==> src/rtl/led_ring_monitor_pkg.sv <==
// Shared definitions for the LED ring receive-side blocks: state encoding,
// counter width and the modular ring step used to predict the next position.
package ledring_pkg;

  typedef enum logic [1:0] {
    HUNT   = 2'd0,
    ACQ    = 2'd1,
    LOCKED = 2'd2
  } state_t;

  localparam int CNT_W = 8;

  // Wrap is explicit so non power-of-two ring sizes step correctly.
  function automatic int unsigned next_idx(input int unsigned pos,
                                           input logic dir,
                                           input int unsigned width);
    int unsigned nxt;
    if (dir) begin
      nxt = (pos == width - 32'd1) ? 32'd0 : pos + 32'd1;
    end else begin
      nxt = (pos == 32'd0) ? width - 32'd1 : pos - 32'd1;
    end
    return nxt;
  endfunction

endpackage

==> src/rtl/led_ring_monitor_if.sv <==
// Bundle between an LED ring source (master) and the ring monitor (slave).
interface led_ring_monitor_if #(parameter int WIDTH = 8);
  import ledring_pkg::*;

  localparam int PW = $clog2(WIDTH);

  logic [WIDTH-1:0] led_in;
  logic [PW-1:0]    pos;
  logic             valid;
  logic             locked;
  logic             err;
  logic [CNT_W-1:0] err_cnt;
  logic [CNT_W-1:0] lap_cnt;

  modport master (output led_in,
                  input  pos, valid, locked, err, err_cnt, lap_cnt);

  modport slave  (input  led_in,
                  output pos, valid, locked, err, err_cnt, lap_cnt);

endinterface

==> src/rtl/led_ring_monitor_onecold.sv <==
// One-cold decoder: flags patterns with exactly one low bit and reports
// the index of that bit.
module onecold_decode #(
  parameter int WIDTH = 8,
  parameter int IW    = $clog2(WIDTH)
) (
  input  logic [WIDTH-1:0] led,
  output logic             legal,
  output logic [IW-1:0]    idx
);

  logic [4:0] zeros_s;

  // Count low bits and remember where the (last) low bit sits.
  always_comb begin
    zeros_s = 5'd0;
    idx     = '0;
    for (int i = 0; i < WIDTH; i++) begin
      if (!led[i]) begin
        zeros_s = zeros_s + 5'd1;
        idx     = IW'(i);
      end else begin
        zeros_s = zeros_s;
      end
    end
    legal = (zeros_s == 5'd1);
  end

endmodule

==> src/rtl/led_ring_monitor.sv <==
// Receive-side LED ring monitor: decodes the one-cold position, tracks
// rotation legality, and reports lock, errors and completed laps.
import ledring_pkg::*;

module led_ring_monitor #(
  parameter int WIDTH    = 8,
  parameter int DIR      = 0,
  parameter int LOCK_N   = 3,
  parameter int UNLOCK_N = 2
) (
  input  logic               clk1h,
  input  logic               rst,
  led_ring_monitor_if.slave  bus
);

  localparam int PW = $clog2(WIDTH);
  localparam logic [PW-1:0]    WRAP_C     = (DIR != 0) ? PW'(WIDTH - 1) : '0;
  localparam logic [CNT_W-1:0] LOCK_N_C   = CNT_W'(LOCK_N);
  localparam logic [CNT_W-1:0] UNLOCK_N_C = CNT_W'(UNLOCK_N);

  state_t           state_r;
  logic [PW-1:0]    pos_r;
  logic             valid_r;
  logic             locked_r;
  logic             err_r;
  logic [CNT_W-1:0] err_cnt_r;
  logic [CNT_W-1:0] lap_cnt_r;
  logic [CNT_W-1:0] good_cnt_r;
  logic [CNT_W-1:0] bad_cnt_r;

  logic             legal_s;
  logic [PW-1:0]    idx_s;
  logic [PW-1:0]    exp_s;
  logic             good_s;

  onecold_decode #(.WIDTH(WIDTH), .IW(PW)) u_decode (
    .led   (bus.led_in),
    .legal (legal_s),
    .idx   (idx_s)
  );

  assign exp_s  = PW'(next_idx(32'(pos_r), (DIR != 0), 32'(WIDTH)));
  assign good_s = legal_s && (idx_s == exp_s);

  // Lock state machine with registered status, counters and position.
  always_ff @(posedge clk1h or negedge rst) begin
    if (!rst) begin
      state_r    <= HUNT;
      pos_r      <= '0;
      valid_r    <= 1'b0;
      locked_r   <= 1'b0;
      err_r      <= 1'b0;
      err_cnt_r  <= '0;
      lap_cnt_r  <= '0;
      good_cnt_r <= '0;
      bad_cnt_r  <= '0;
    end else begin
      err_r <= 1'b0;
      case (state_r)
        HUNT: begin
          if (legal_s) begin
            pos_r      <= idx_s;
            valid_r    <= 1'b1;
            good_cnt_r <= 8'd1;
            bad_cnt_r  <= '0;
            if (LOCK_N_C == 8'd1) begin
              state_r  <= LOCKED;
              locked_r <= 1'b1;
            end else begin
              state_r  <= ACQ;
            end
          end else begin
            valid_r <= 1'b0;
          end
        end
        ACQ: begin
          if (good_s) begin
            pos_r      <= idx_s;
            valid_r    <= 1'b1;
            good_cnt_r <= good_cnt_r + 8'd1;
            if (good_cnt_r + 8'd1 >= LOCK_N_C) begin
              state_r   <= LOCKED;
              locked_r  <= 1'b1;
              bad_cnt_r <= '0;
            end else begin
              state_r   <= ACQ;
            end
          end else if (legal_s) begin
            pos_r      <= idx_s;
            valid_r    <= 1'b1;
            good_cnt_r <= 8'd1;
          end else begin
            valid_r    <= 1'b0;
            good_cnt_r <= '0;
            state_r    <= HUNT;
          end
        end
        LOCKED: begin
          if (good_s) begin
            pos_r     <= idx_s;
            valid_r   <= 1'b1;
            bad_cnt_r <= '0;
            if (pos_r == WRAP_C) begin
              lap_cnt_r <= lap_cnt_r + 8'd1;
            end else begin
              lap_cnt_r <= lap_cnt_r;
            end
          end else begin
            // Flywheel: keep predicting so the next check compares against the expected step.
            err_r   <= 1'b1;
            valid_r <= legal_s;
            pos_r   <= exp_s;
            if (err_cnt_r != 8'hFF) begin
              err_cnt_r <= err_cnt_r + 8'd1;
            end else begin
              err_cnt_r <= err_cnt_r;
            end
            if (bad_cnt_r + 8'd1 >= UNLOCK_N_C) begin
              bad_cnt_r  <= '0;
              good_cnt_r <= '0;
              locked_r   <= 1'b0;
              state_r    <= HUNT;
            end else begin
              bad_cnt_r  <= bad_cnt_r + 8'd1;
            end
          end
        end
        default: begin
          state_r    <= HUNT;
          locked_r   <= 1'b0;
          valid_r    <= 1'b0;
          good_cnt_r <= '0;
          bad_cnt_r  <= '0;
        end
      endcase
    end
  end

  assign bus.pos     = pos_r;
  assign bus.valid   = valid_r;
  assign bus.locked  = locked_r;
  assign bus.err     = err_r;
  assign bus.err_cnt = err_cnt_r;
  assign bus.lap_cnt = lap_cnt_r;

endmodule
==> src/flat_wrapper.sv <==
// flat-port wrapper written by rule: the top's interface ports become plain ports
module led_ring_monitor_flat 
#(
  parameter int WIDTH    = 8,
  parameter int DIR      = 0,
  parameter int LOCK_N   = 3,
  parameter int UNLOCK_N = 2
)
  (clk1h, rst, bus_led_in, bus_pos, bus_valid, bus_locked, bus_err, bus_err_cnt, bus_lap_cnt);
  led_ring_monitor_if #(.WIDTH(WIDTH)) bus_i ();
  input  logic clk1h;
  input  logic rst;
  input wire logic [$bits(bus_i.led_in)-1:0] bus_led_in;
  output wire logic [$bits(bus_i.pos)-1:0] bus_pos;
  output wire logic [$bits(bus_i.valid)-1:0] bus_valid;
  output wire logic [$bits(bus_i.locked)-1:0] bus_locked;
  output wire logic [$bits(bus_i.err)-1:0] bus_err;
  output wire logic [$bits(bus_i.err_cnt)-1:0] bus_err_cnt;
  output wire logic [$bits(bus_i.lap_cnt)-1:0] bus_lap_cnt;
  assign bus_i.led_in = bus_led_in;
  assign bus_pos = bus_i.pos;
  assign bus_valid = bus_i.valid;
  assign bus_locked = bus_i.locked;
  assign bus_err = bus_i.err;
  assign bus_err_cnt = bus_i.err_cnt;
  assign bus_lap_cnt = bus_i.lap_cnt;
  led_ring_monitor #(.WIDTH(WIDTH), .DIR(DIR), .LOCK_N(LOCK_N), .UNLOCK_N(UNLOCK_N)) u_core (.clk1h(clk1h), .rst(rst), .bus(bus_i));
endmodule
==> config.mk <==
export PLATFORM = sky130hd
export DESIGN_NAME = led_ring_monitor_flat
export DESIGN_NICKNAME = d
export VERILOG_FILES = /design/src/rtl/led_ring_monitor_pkg.sv /design/src/rtl/led_ring_monitor_if.sv /design/src/rtl/led_ring_monitor_onecold.sv /design/src/rtl/led_ring_monitor.sv /design/src/flat_wrapper.sv
export SDC_FILE = /design/constraint.sdc
export NUM_CORES = 1
export LEC_CHECK = 0
export ABC_AREA = 1
export BUFFER_PORTS_ARGS = -buffer_cell sky130_fd_sc_hd__buf_2
export CAP_MARGIN = 0
export CORE_AREA = 2 2 62 108
export DETAILED_ROUTE_END_ITERATION = 8
export DIE_AREA = 0 0 64 110
export GPL_ROUTABILITY_DRIVEN = 0
export PLACE_DENSITY_LB_ADDON = 0.05
export SYNTH_ARGS = -nofsm -noshare
export SYNTH_HDL_FRONTEND = slang
export SYNTH_SLANG_ARGS = --single-unit
==> constraint.sdc <==
create_clock -name clk1h -period 5.5 [get_ports clk1h]
set_input_delay 0.275 -clock clk1h [delete_from_list [all_inputs] [get_ports clk1h]]
set_output_delay 0.275 -clock clk1h [all_outputs]
set_load 0.02 [all_outputs]
# Word-level counts from Yosys, hierarchy flattened
# Cells that the tools add are included.
# classes
n_mux,50
reduce_logical,10
magnitude_cmp,2
add_sub_neg,12
n_bitwise,2
eq_ne,11
# ops
cell,n
two-way mux 8 bit,9
one-hot mux 8 bit (3 select lines),2
adder 5 x 1 -> 5 bit (second input constant),7
two-way mux 5 bit,7
adder 8 x 1 -> 8 bit (second input constant),4
two-way mux 3 bit,10
greater-or-equal comparator 8 x 2 -> 1 bit (second input constant),2
two-way mux 1 bit,12
two-way mux 2 bit,6
AND reduction 3 bit,4
one-hot mux 3 bit (3 select lines),1
!= test 2 x 1 -> 1 bit (second input constant),4
!= test 8 bit (second input constant),1
one-hot mux 1 bit (3 select lines),2
one-hot mux 2 bit (3 select lines),1
== test 5 x 1 -> 1 bit (second input constant),1
AND reduction 5 bit,1
AND reduction 4 bit,1
== test 3 bit,1
logical NOT 3 bit,1
!= test 3 bit (second input constant),1
nonzero test 3 bit,1
subtractor 3 x 1 -> 3 bit (second input constant),1
== test 2 x 1 -> 1 bit (second input constant),1
other kinds (5),6
# word_totals
wordCells,96
inputBits,10
register_bits,40
output_inout_bits,22

# Depth between registers and ports, before layout
# Gate-level depths: netlist of run 1.
# logic_depth
depth_word,19
depth_mapped,33
ltp_nobuf,33

# By module
# Synthesis of run 1 repeated with hierarchy kept, for this count alone.
# hier_totals
cells_unflattened,424
area_unflattened_um2,3085.5
# modules_own_cells
module,n_inst,seq_area_each_um2,area_each_um2,cells_per_inst
led_ring_monitor,1,1001.0,2486.1,302
onecold_decode,1,0.0,599.3,122

# Worst setup path before layout of run 1
# OpenSTA, ideal clock, no wires.
# synth_timing
kind,in2reg
start,input port bus_led_in[1]
end,register u_core.good_cnt_r[0]
setup_slack_ns,1.250
cell_stages,29
path_buffers,1
setup_time_ns,0.115
t_arrival_ns,4.134
t_required_ns,5.385
cell_sequence,inv_1 -> ha_1 -> inv_1 -> nand2_2 -> nand2_1 -> ha_1 -> nand2_1 -> nand2_1 -> ha_1 -> or2_2 -> nand2_1 -> inv_1 -> ha_1 -> nand2_1 -> nand2_1 -> ha_1 -> nand2_1 -> nand2_1 -> ha_1 -> or2_2 -> nor2_2 -> nor2_1 -> nor2_4 -> nand2_4 -> nand2_4 -> nand3_4 -> buf_6 -> nor2_1 -> nor2_1
# synth_via
elab_chain_cells,17
elab_cells_between_ends,29
cone_classes,6 x add/sub; 4 x eq/ne; 17 x mux; 2 x reduce/logical
# synth_rtl
element,line_no,text
from (decl),flat_wrapper.sv:13,input wire logic [$bits(bus_i.led_in)-1:0] bus_led_in;
two-way mux 5 bit,led_ring_monitor_onecold.sv:19,if (!led[i]) begin
adder 5 x 1 -> 5 bit,led_ring_monitor_onecold.sv:20,zeros_s = zeros_s + 5'd1;
two-way mux 5 bit,led_ring_monitor_onecold.sv:19,
adder 5 x 1 -> 5 bit,led_ring_monitor_onecold.sv:20,
two-way mux 5 bit,led_ring_monitor_onecold.sv:19,
adder 5 x 1 -> 5 bit,led_ring_monitor_onecold.sv:20,
two-way mux 5 bit,led_ring_monitor_onecold.sv:19,
adder 5 x 1 -> 5 bit,led_ring_monitor_onecold.sv:20,
two-way mux 5 bit,led_ring_monitor_onecold.sv:19,
adder 5 x 1 -> 5 bit,led_ring_monitor_onecold.sv:20,
two-way mux 5 bit,led_ring_monitor_onecold.sv:19,
adder 5 x 1 -> 5 bit,led_ring_monitor_onecold.sv:20,
two-way mux 5 bit,led_ring_monitor_onecold.sv:19,
== test 5 x 1 -> 1 bit,led_ring_monitor_onecold.sv:26,legal = (zeros_s == 5'd1);
two-way mux 1 bit / logical AND 1 bit (equally long branches),"led_ring_monitor.sv:88, led_ring_monitor.sv:43",
two-way mux 8 bit / != test 2 bit (equally long branches),--,
one-hot mux 8 bit (3 select lines) / AND reduction 3 bit (equally long branches),--,
to (signal assigned),led_ring_monitor.sv:80,good_cnt_r <= good_cnt_r + 8'd1;
to (decl),led_ring_monitor.sv:28,logic [CNT_W-1:0] good_cnt_r;
# Parallel ways exist; a longest one is shown, timed or not.
# A chain may end at the register's enable or synchronous reset.

# Final worst setup path of run 1
# layout_timing
start,input port bus_led_in[1]
end,register u_core.good_cnt_r[6]
# layout_via
elab_chain_cells,17
elab_cells_between_ends,28
cone_classes,6 x add/sub; 4 x eq/ne; 16 x mux; 2 x reduce/logical
# layout_rtl
element,line_no,text
two-way mux 5 bit,led_ring_monitor_onecold.sv:19,
adder 5 x 1 -> 5 bit,led_ring_monitor_onecold.sv:20,
two-way mux 5 bit,led_ring_monitor_onecold.sv:19,
adder 5 x 1 -> 5 bit,led_ring_monitor_onecold.sv:20,
two-way mux 5 bit,led_ring_monitor_onecold.sv:19,
adder 5 x 1 -> 5 bit,led_ring_monitor_onecold.sv:20,
two-way mux 5 bit,led_ring_monitor_onecold.sv:19,
adder 5 x 1 -> 5 bit,led_ring_monitor_onecold.sv:20,
two-way mux 5 bit,led_ring_monitor_onecold.sv:19,
adder 5 x 1 -> 5 bit,led_ring_monitor_onecold.sv:20,
two-way mux 5 bit,led_ring_monitor_onecold.sv:19,
adder 5 x 1 -> 5 bit,led_ring_monitor_onecold.sv:20,
two-way mux 5 bit,led_ring_monitor_onecold.sv:19,
== test 5 x 1 -> 1 bit,led_ring_monitor_onecold.sv:26,
logical AND 1 bit,led_ring_monitor.sv:43,assign good_s = legal_s && (idx_s == exp_s);
two-way mux 8 bit / != test 2 bit (equally long branches),--,
one-hot mux 8 bit (3 select lines) / AND reduction 3 bit (equally long branches),--,
# Parallel ways exist; a longest one is shown, timed or not.

==> results of run 1 <==
-- state kept, by name, summed over array words and instances, names as in the netlist --
name	flops
u_core.state_r	2
u_core.bus.valid	1
u_core.bus.err_cnt	8
u_core.bus.err	1
u_core.good_cnt_r	8
u_core.bad_cnt_r	8
u_core.bus.locked	1
u_core.bus.lap_cnt	8
u_core.bus.pos	3
-- cell type report --
type / count / area, µm²
Inverter: 62 / 233
Timing Repair Buffer: 31 / 155
Multi-Input combinational cell: 312 / 1760
Sequential cell: 40 / 1000
Clock inverter: 3 / 42.5
Clock buffer: 5 / 68.8
Tap cell: 80 / 100
Fill cell: 612 / 2780
-- worst paths after layout --
check,from,endpoint,slack (ns),cells after the start
max in group asynchronous,rst,u_core.state_r[0]$_DFFE_PN0P_,4.84,1
max reg2reg,u_core.bus.pos[0]$_DFFE_PN0P_,u_core.bus.err_cnt[3]$_DFFE_PN0P_,3.16,14
max,bus_led_in[1],u_core.good_cnt_r[6]$_DFFE_PN0P_,1.14,30
min,rst,u_core.bus.err_cnt[3]$_DFFE_PN0P_,0.09,1
min reg2reg,u_core.bus.locked$_DFFE_PN0P_,u_core.bus.locked$_DFFE_PN0P_,0.48,2
min in group clk1h,u_core.bus.locked$_DFFE_PN0P_,u_core.bus.locked$_DFFE_PN0P_,0.48,2
-- routing by layer --
metal	vias up	GRT usage
met5	-	0
met4	0	0.0761
met3	6	0.0365
met2	33	0.377
met1	1200	0.210
li1	1375	-
-- worst max-delay path: cells and delay by family --
kind                     cells  cell delay (ns)
AND/OR/NAND/NOR             20             2.35
adder cells (fa/ha/maj)      6             1.68
buffers and inverters        4             0.27
-- layout by cell type (no fill, tap or decap), types with 3 or more instances in the layout --
cell type,synthesis,layout
inv_2,3,3
nor2_1,36,36
dfrtp_1,40,40
inv_1,59,59
xnor2_1,8,8
o21ai_1,4,4
o21ai_0,7,7
nand3b_1,3,3
clkbuf_8,0,5
xor2_1,18,18
nor3_1,6,6
nor2_4,3,3
buf_2,1,31
nand2_2,11,11
nand2_1,127,127
a21oi_1,6,6
nand3_2,4,4
or2_2,4,4
nand4_1,8,8
nand3_1,33,33
ha_1,20,20
-- kinds of logic (layout without fill, tap and decap cells) --
group | Yosys count | after routing | synth area share
compound gates | 23 | 23 | 0.0435
xor+xnor | 26 | 26 | 0.0754
fa+ha+maj | 20 | 20 | 0.0828
buf+inv | 66 | 101 | 0.0874
flops | 40 | 40 | 0.331
simple gates | 243 | 243 | 0.380
-- stage by stage --
stage                     cells  worst slack, ns
final                       533             1.14
after global routing        533            0.726
after CTS                   533             1.11
after detailed placement    525            0.785
after global placement      525            0.851
after floorplan             418             1.25
-- cell usage after synthesis --
library cell	number
o21ai_0	7
nor2_1	36
buf_2	1
nand3_1	33
or2_2	4
a21oi_2	1
o21ai_1	4
ha_1	20
o21ai_2	1
nand3_4	1
nand2_4	2
nor2_2	2
nor4_1	1
nor2_8	1
a21oi_1	6
a211oi_1	1
nand2_1	127
nand3_2	4
o31ai_1	1
o211ai_1	1
buf_6	2
nand4_4	1
nor2_4	3
nand4_1	8
clkbuf_1	1
dfrtp_1	40
xor2_1	18
nand2_2	11
inv_2	3
a31oi_1	1
inv_1	59
nor3_1	6
xnor2_1	8
nand3b_1	3
-- power by group --
part | internal [µW] | switching (µW) | leakage (µW)
Sequential | 320 | 23.8 | 0.000542
Clock | 134 | 110 | 0.0000541
Combinational | 139 | 275 | 0.00132
==> insert_results.sql, run 1 <==
INSERT INTO impl_metrics (metric_group, metric, value, unit) VALUES
('status', 'status', 'finished clean', ''),
('clock_network', 'cts_resized', '0', ''),
('die', 'initial_utilization', '0.493', ''),
('worst_setup_path', 'path_max_fanout', '11', ''),
('power_and_ir_drop', 'vdd_drop_max', '219', 'µV'),
('worst_setup_path', 'required', '5.74', 'ns'),
('placed_design', 'place_area', '0.00325', 'mm²'),
('placed_design', 'io_port_bufs', '31', ''),
('clock_network', 'cts_root_buf', 'clkbuf_8', ''),
('sta', 'timing.fmax', '230', 'MHz'),
('sta', 'grt_setup_unrepaired', 'no', ''),
('clock_network', 'cts.hold.buffers_added', '0', ''),
('drt', 'vias', '2614', ''),
('sta', 'max_slew_margin', '0.402', ''),
('drt', 'wl_met3', '147', 'µm'),
('die', 'floorplan.die.height', '110', 'µm'),
('sta', 'final.period_utilization', '0.792', ''),
('logic_synthesis', 'number_of_warnings_reported_in_the_yosys_synthesis_log', '0', ''),
('logic_synthesis', 'avgSynthCellArea', '7.23', 'µm²'),
('worst_setup_path', 'critical_path.slowest_cell', 'ha_1', ''),
('sta', 'timing.clock.skew', '0.00836', 'ns'),
('clock_network', 'htree_num_levels', '2', ''),
('clock_network', 'clock_sinks', '40', ''),
('global_route', 'grt_pass1_wl', '11.0', 'mm'),
('layout', 'n_antenna_cell', '0', ''),
('drt', 'first_iter_violations', '102', ''),
('drt', 'routedWlPerCell', '11.3', 'µm'),
('logic_synthesis', 'synth_area', '0.00302', 'mm²'),
('worst_setup_path', 'worst_path_largest_cell_delay', '0.34', 'ns'),
('drt', 'detail_route.vias_per_cell', '4.90', ''),
('sta', 'finalWorstPathRequiredPeriod', '4.36', 'ns'),
('die', 'core_area', '0.00613', 'mm²'),
('logic_synthesis', 'yosys_register_bits', '40', ''),
('placed_design', 'post-dp-hpwl', '4.77', 'mm'),
('layout', 'areaGrowthSynthToFinish', '11.1', '%'),
('logic_synthesis', 'ys_types', '34', ''),
('worst_setup_path', 'crit_type', 'input port to register', ''),
('global_route', 'overflow', '0', ''),
('logic_synthesis', 'post_synth_inst_count', '418', ''),
('logic_synthesis', 'synth_top_area_cell', 'dfrtp_1', ''),
('global_route', 'globalRouteTotalUtil', '0.197', ''),
('die', 'num_rows', '38', ''),
('drt', 'topRoutingLayerUsed', 'met4', ''),
('sta', 'finalSetupTns', '0', 'ns'),
('logic_synthesis', 'synth_seq_area_share', '0.331', ''),
('clock_network', 'cts_post_setup_buffers_inserted', '0', ''),
('clock_network', 'clkTransAtPathRegs', '0.08', 'ns'),
('power_and_ir_drop', 'leakage', '0.00191', 'µW'),
('worst_setup_path', 'crit_path_start_kind', 'input port', ''),
('drt', 'detail_route.wirelength', '6.02', 'mm'),
('hold_path', 'timing.hold.worst.class', 'input port to async pin', ''),
('sta', 'final_max_slew_viol_count', '0', ''),
('drt', 'antenna_left', '0', ''),
('clock_network', 'cts_made_buffers', '5', ''),
('sta', 'worst_hold_slack', '0.0933', 'ns'),
('logic_synthesis', 'synth_top_area_frac', '0.331', ''),
('die', 'die_area', '0.00704', 'mm²'),
('logic_synthesis', 'syn_nets', '448', ''),
('clock_network', 'cts.path.max_buffers', '2', ''),
('global_route', 'antenna_found_initial', '0', ''),
('run', 'cap_violations', '0', ''),
('logic_synthesis', 'post_synth_main_area_contributors', 'dfrtp_1 (33%), nand2_1 (16%), ha_1 (8.3%)', ''),
('power_and_ir_drop', 'power-per-cell-area', '299', 'mW/mm²'),
('power_and_ir_drop', 'design_power_total', '1000', 'µW'),
('layout', 'design.final.nets', '482', ''),
('global_route', 'grt_max_degree', '41', ''),
('layout', 'final_design_area_no_fill', '0.00336', 'mm²'),
('sta', 'timing_hold_violations_final', '0', ''),
('die', 'die_w', '64', 'µm'),
('layout', 'post_route_cells_drive_above_1_share', '0.161', ''),
('drt', 'wl_met1', '2.36', 'mm'),
('sta', 'finalSetupViolations', '0', ''),
('drt', 'dr_wl_met2', '3.42', 'mm'),
('die', 'num_io_pins', '32', ''),
('worst_setup_path', 'cp_data_arrival_time', '4.60', 'ns'),
('global_route', 'first_global_vias', '2610', ''),
('layout', 'final_util', '0.547', ''),
('worst_setup_path', 'crit_path_frequent_cell', 'nand2_1', ''),
('drt', 'detail_route.drc_violations', '0', ''),
('worst_setup_path', 'cp-end-kind', 'register', ''),
('sta', 'tightestPinTransition', '0.896', 'ns'),
('clock_network', 'tritoncts', 'done', ''),
('drt', 'drt_pre_antenna_iters', '4', ''),
('clock_network', 'clock_latency', '0.31', 'ns');
No activity file was read; power rests on OpenSTA's default activity.
==> run 2, diff against run 1 <==
==> constraint.sdc (replaced) <==
create_clock -name clk1h -period 3.6 [get_ports clk1h]
set_input_delay 0.18 -clock clk1h [delete_from_list [all_inputs] [get_ports clk1h]]
set_output_delay 0.18 -clock clk1h [all_outputs]
set_load 0.02 [all_outputs]
==> insert_results.sql, run 2 (synthesis gave the netlist of run 1 again) <==
INSERT INTO impl_metrics (metric_group, metric, value, unit) VALUES
('sta', 'timing.fmax', '268', 'MHz'),
('power_and_ir_drop', 'vdd_drop_max', '216', 'µV'),
('layout', 'design.final.nets', '535', ''),
('drt', 'detail_route.wirelength', '7.15', 'mm'),
('worst_setup_path', 'critical_path.slowest_cell', 'ha_1', ''),
('clock_network', 'clock_latency', '0.31', 'ns'),
('drt', 'first_iter_violations', '85', ''),
('global_route', 'globalRouteTotalUtil', '0.222', ''),
('drt', 'antenna_left', '0', ''),
('worst_setup_path', 'cp-endpoint', 'u_core.good_cnt_r[0]$_DFFE_PN0P_', ''),
('status', 'status', 'finished, violations left', ''),
('status', 'violations_in_the_final_reports', 'hold timing, setup timing', ''),
('die', 'initial_utilization', '0.493', ''),
('layout', 'areaGrowthSynthToFinish', '34.5', '%'),
('clock_network', 'clock_sinks', '40', ''),
('global_route', 'use_met3', '0.0274', ''),
('clock_network', 'htree_num_levels', '2', ''),
('sta', 'finalSetupViolations', '16', ''),
('worst_setup_path', 'cp-end-kind', 'register', ''),
('worst_setup_path', 'crit_path_start_kind', 'input port', ''),
('global_route', 'grt_max_degree', '41', ''),
('power_and_ir_drop', 'power-per-cell-area', '435', 'mW/mm²'),
('die', 'die_w', '64', 'µm'),
('layout', 'final_util', '0.663', ''),
('sta', 'grt_setup_unrepaired', 'yes', ''),
('worst_setup_path', 'path_max_fanout', '6', ''),
('clock_network', 'clkTransAtPathRegs', '0.08', 'ns'),
('layout', 'most_used_cells_in_the_layout_excluding_fill_and_tap_cells', 'nand2_1 (112), inv_1 (52), buf_4 (44)', ''),
('drt', 'routedWlPerCell', '12.2', 'µm'),
('global_route', 'grt.met1_usage', '0.218', ''),
('die', 'num_rows', '38', ''),
('worst_setup_path', 'ff2ff_path_depth', '14', ''),
('die', 'die_area', '0.00704', 'mm²'),
('global_route', 'antenna_found_initial', '0', ''),
('worst_setup_path', 'regToRegEndpoint', 'u_core.good_cnt_r[0]$_DFFE_PN0P_', ''),
('sta', 'final.period_utilization', '1.04', ''),
('global_route', 'overflow', '0', ''),
('drt', 'detail_route.vias_per_cell', '5.00', ''),
('sta', 'max_slew_margin', '0.403', ''),
('layout', 'multi_input_area', '0.00200', 'mm²'),
('die', 'floorplan.die.height', '110', 'µm'),
('sta', 'timing.clock.skew', '0.00534', 'ns'),
('sta', 'timing_hold_violations_final', '7', ''),
('worst_setup_path', 'reg2reg_from', 'u_core.bus.pos[0]$_DFFE_PN0P_', ''),
('sta', 'finalWorstPathRequiredPeriod', '3.73', 'ns'),
('global_route', 'grt_pass1_wl', '12.2', 'mm'),
('layout', 'n_antenna_cell', '0', ''),
('clock_network', 'cts.path.max_buffers', '2', ''),
('clock_network', 'cts.hold.buffers_added', '0', ''),
('placed_design', 'post-dp-hpwl', '5.09', 'mm'),
('die', 'num_io_pins', '32', ''),
('layout', 'final.fill_count', '557', ''),
('power_and_ir_drop', 'design_power_total', '1770', 'µW'),
('clock_network', 'cts_root_buf', 'clkbuf_8', ''),
('global_route', 'first_global_vias', '2885', ''),
('worst_setup_path', 'worst_path_largest_cell_delay', '0.29', 'ns'),
('power_and_ir_drop', 'leakage', '0.00222', 'µW'),
('sta', 'final_max_slew_viol_count', '0', ''),
('run', 'cap_violations', '0', ''),
('die', 'core_area', '0.00613', 'mm²'),
('clock_network', 'tritoncts', 'done', ''),
('worst_setup_path', 'cp_data_arrival_time', '3.94', 'ns'),
('sta', 'tightestPinTransition', '0.895', 'ns'),
('sta', 'worst_hold_slack', '-0.0119', 'ns'),
('global_route', 'grt_most_used_layer', 'met2', ''),
('drt', 'detail_route.drc_violations', '0', ''),
('worst_setup_path', 'regToRegSetupSlack', '1.31', 'ns'),
('worst_setup_path', 'worst_setup_path_startpoint', 'bus_led_in[1]', ''),
('layout', 'post_route_cells_drive_above_1_share', '0.332', ''),
('worst_setup_path', 'crit_type', 'input port to register', ''),
('drt', 'vias', '2930', ''),
('sta', 'layout_setup_ws', '-0.133', 'ns'),
('layout', 'final_common_cell', 'nand2_1', ''),
('clock_network', 'cts_made_buffers', '5', ''),
('worst_setup_path', 'required', '3.81', 'ns'),
('global_route', 'grt.met2_usage', '0.453', ''),
('placed_design', 'io_port_bufs', '31', ''),
('layout', 'sequential_cell_area', '0.00100', 'mm²'),
('hold_path', 'timing.hold.worst.class', 'input port to async pin', ''),
('drt', 'drt_pre_antenna_iters', '4', '');
-- run 2: cell types whose count changed in the layout (fill, tap and decap cells not counted), moves of 5 or more --
cell and delta:
buf_4 +44, nand2_2 +7, nor2_1 -8, inv_1 -7, nand2_4 +9, nor2_2 +5
ha_4 +5, buf_6 +6, ha_1 -5, nand2_1 -15
-- run 2: cell type report --
cell class / count / area share
clock inverters: 3 / 0.0105
well taps: 80 / 0.0246
clock buffers: 5 / 0.0169
multi-input cells: 314 / 0.493
inverters: 62 / 0.0628
repair buffers: 82 / 0.146
flip-flops and latches: 40 / 0.246
-- run 2: worst min-delay path by stage --
stage | startpoint | endpoint | slack, ns | depth (start not counted)
2_1_floorplan | rst | u_core.bad_cnt_r[0]$_DFFE_PN0P_ | -0.12 | 0
3_3_place_gp | rst | u_core.bus.err_cnt[6]$_DFFE_PN0P_ | 0.36 | 1
3_5_place_dp | rst | u_core.bus.lap_cnt[5]$_DFFE_PN0P_ | 0.36 | 1
4_1_cts | rst | u_core.bus.err_cnt[6]$_DFFE_PN0P_ | 0.02 | 1
5_1_grt | rst | u_core.bus.err_cnt[5]$_DFFE_PN0P_ | 0.08 | 1
6_report | rst | u_core.bus.err_cnt[6]$_DFFE_PN0P_ | -0.01 | 1
-- run 2: power breakdown --
part | internal, µW | switching (µW) | total, µW
clock network | 205 | 169 | 374
registers | 490 | 39.8 | 529
logic | 356 | 508 | 864
-- run 2: metal layers --
layer | vias to the layer above | part of all wire | routed length (µm)
met5 | - | 0 | 0
met4 | 0 | 0.029 | 206
met3 | 11 | 0.020 | 146
met2 | 41 | 0.58 | 4150
met1 | 1391 | 0.37 | 2650
li1 | 1487 | - | -
-- run 2: timing repair --
action | CTS | global route
buffers inserted | 17 | 2
gates resized for setup | 33 | 27
pin swaps | 22 | 26
setup endpoints to repair | 40 | 40
gates cloned | 2 | 0
-- run 2: critical path: cells and delay by family --
| family | cells | cell delay [ns] |
|---|---|---|
| adder cells (fa/ha/maj) | 6 | 1.47 |
| buffers and inverters | 6 | 0.38 |
| AND/OR/NAND/NOR | 18 | 1.91 |
-- run 2: per-stage QoR --
stage	cell area (µm²)	setup slack [ns]	std cells	setup TNS [ns]
final	4060	-0.133	586	-1.00
after floorplan	3080	-0.260	418	-6.90
after global routing	4060	-0.293	586	-6.52
after CTS	3930	-0.212	585	-4.37
after detailed placement	3560	-0.645	558	-22.44
after global placement	3560	-0.588	558	-20.43
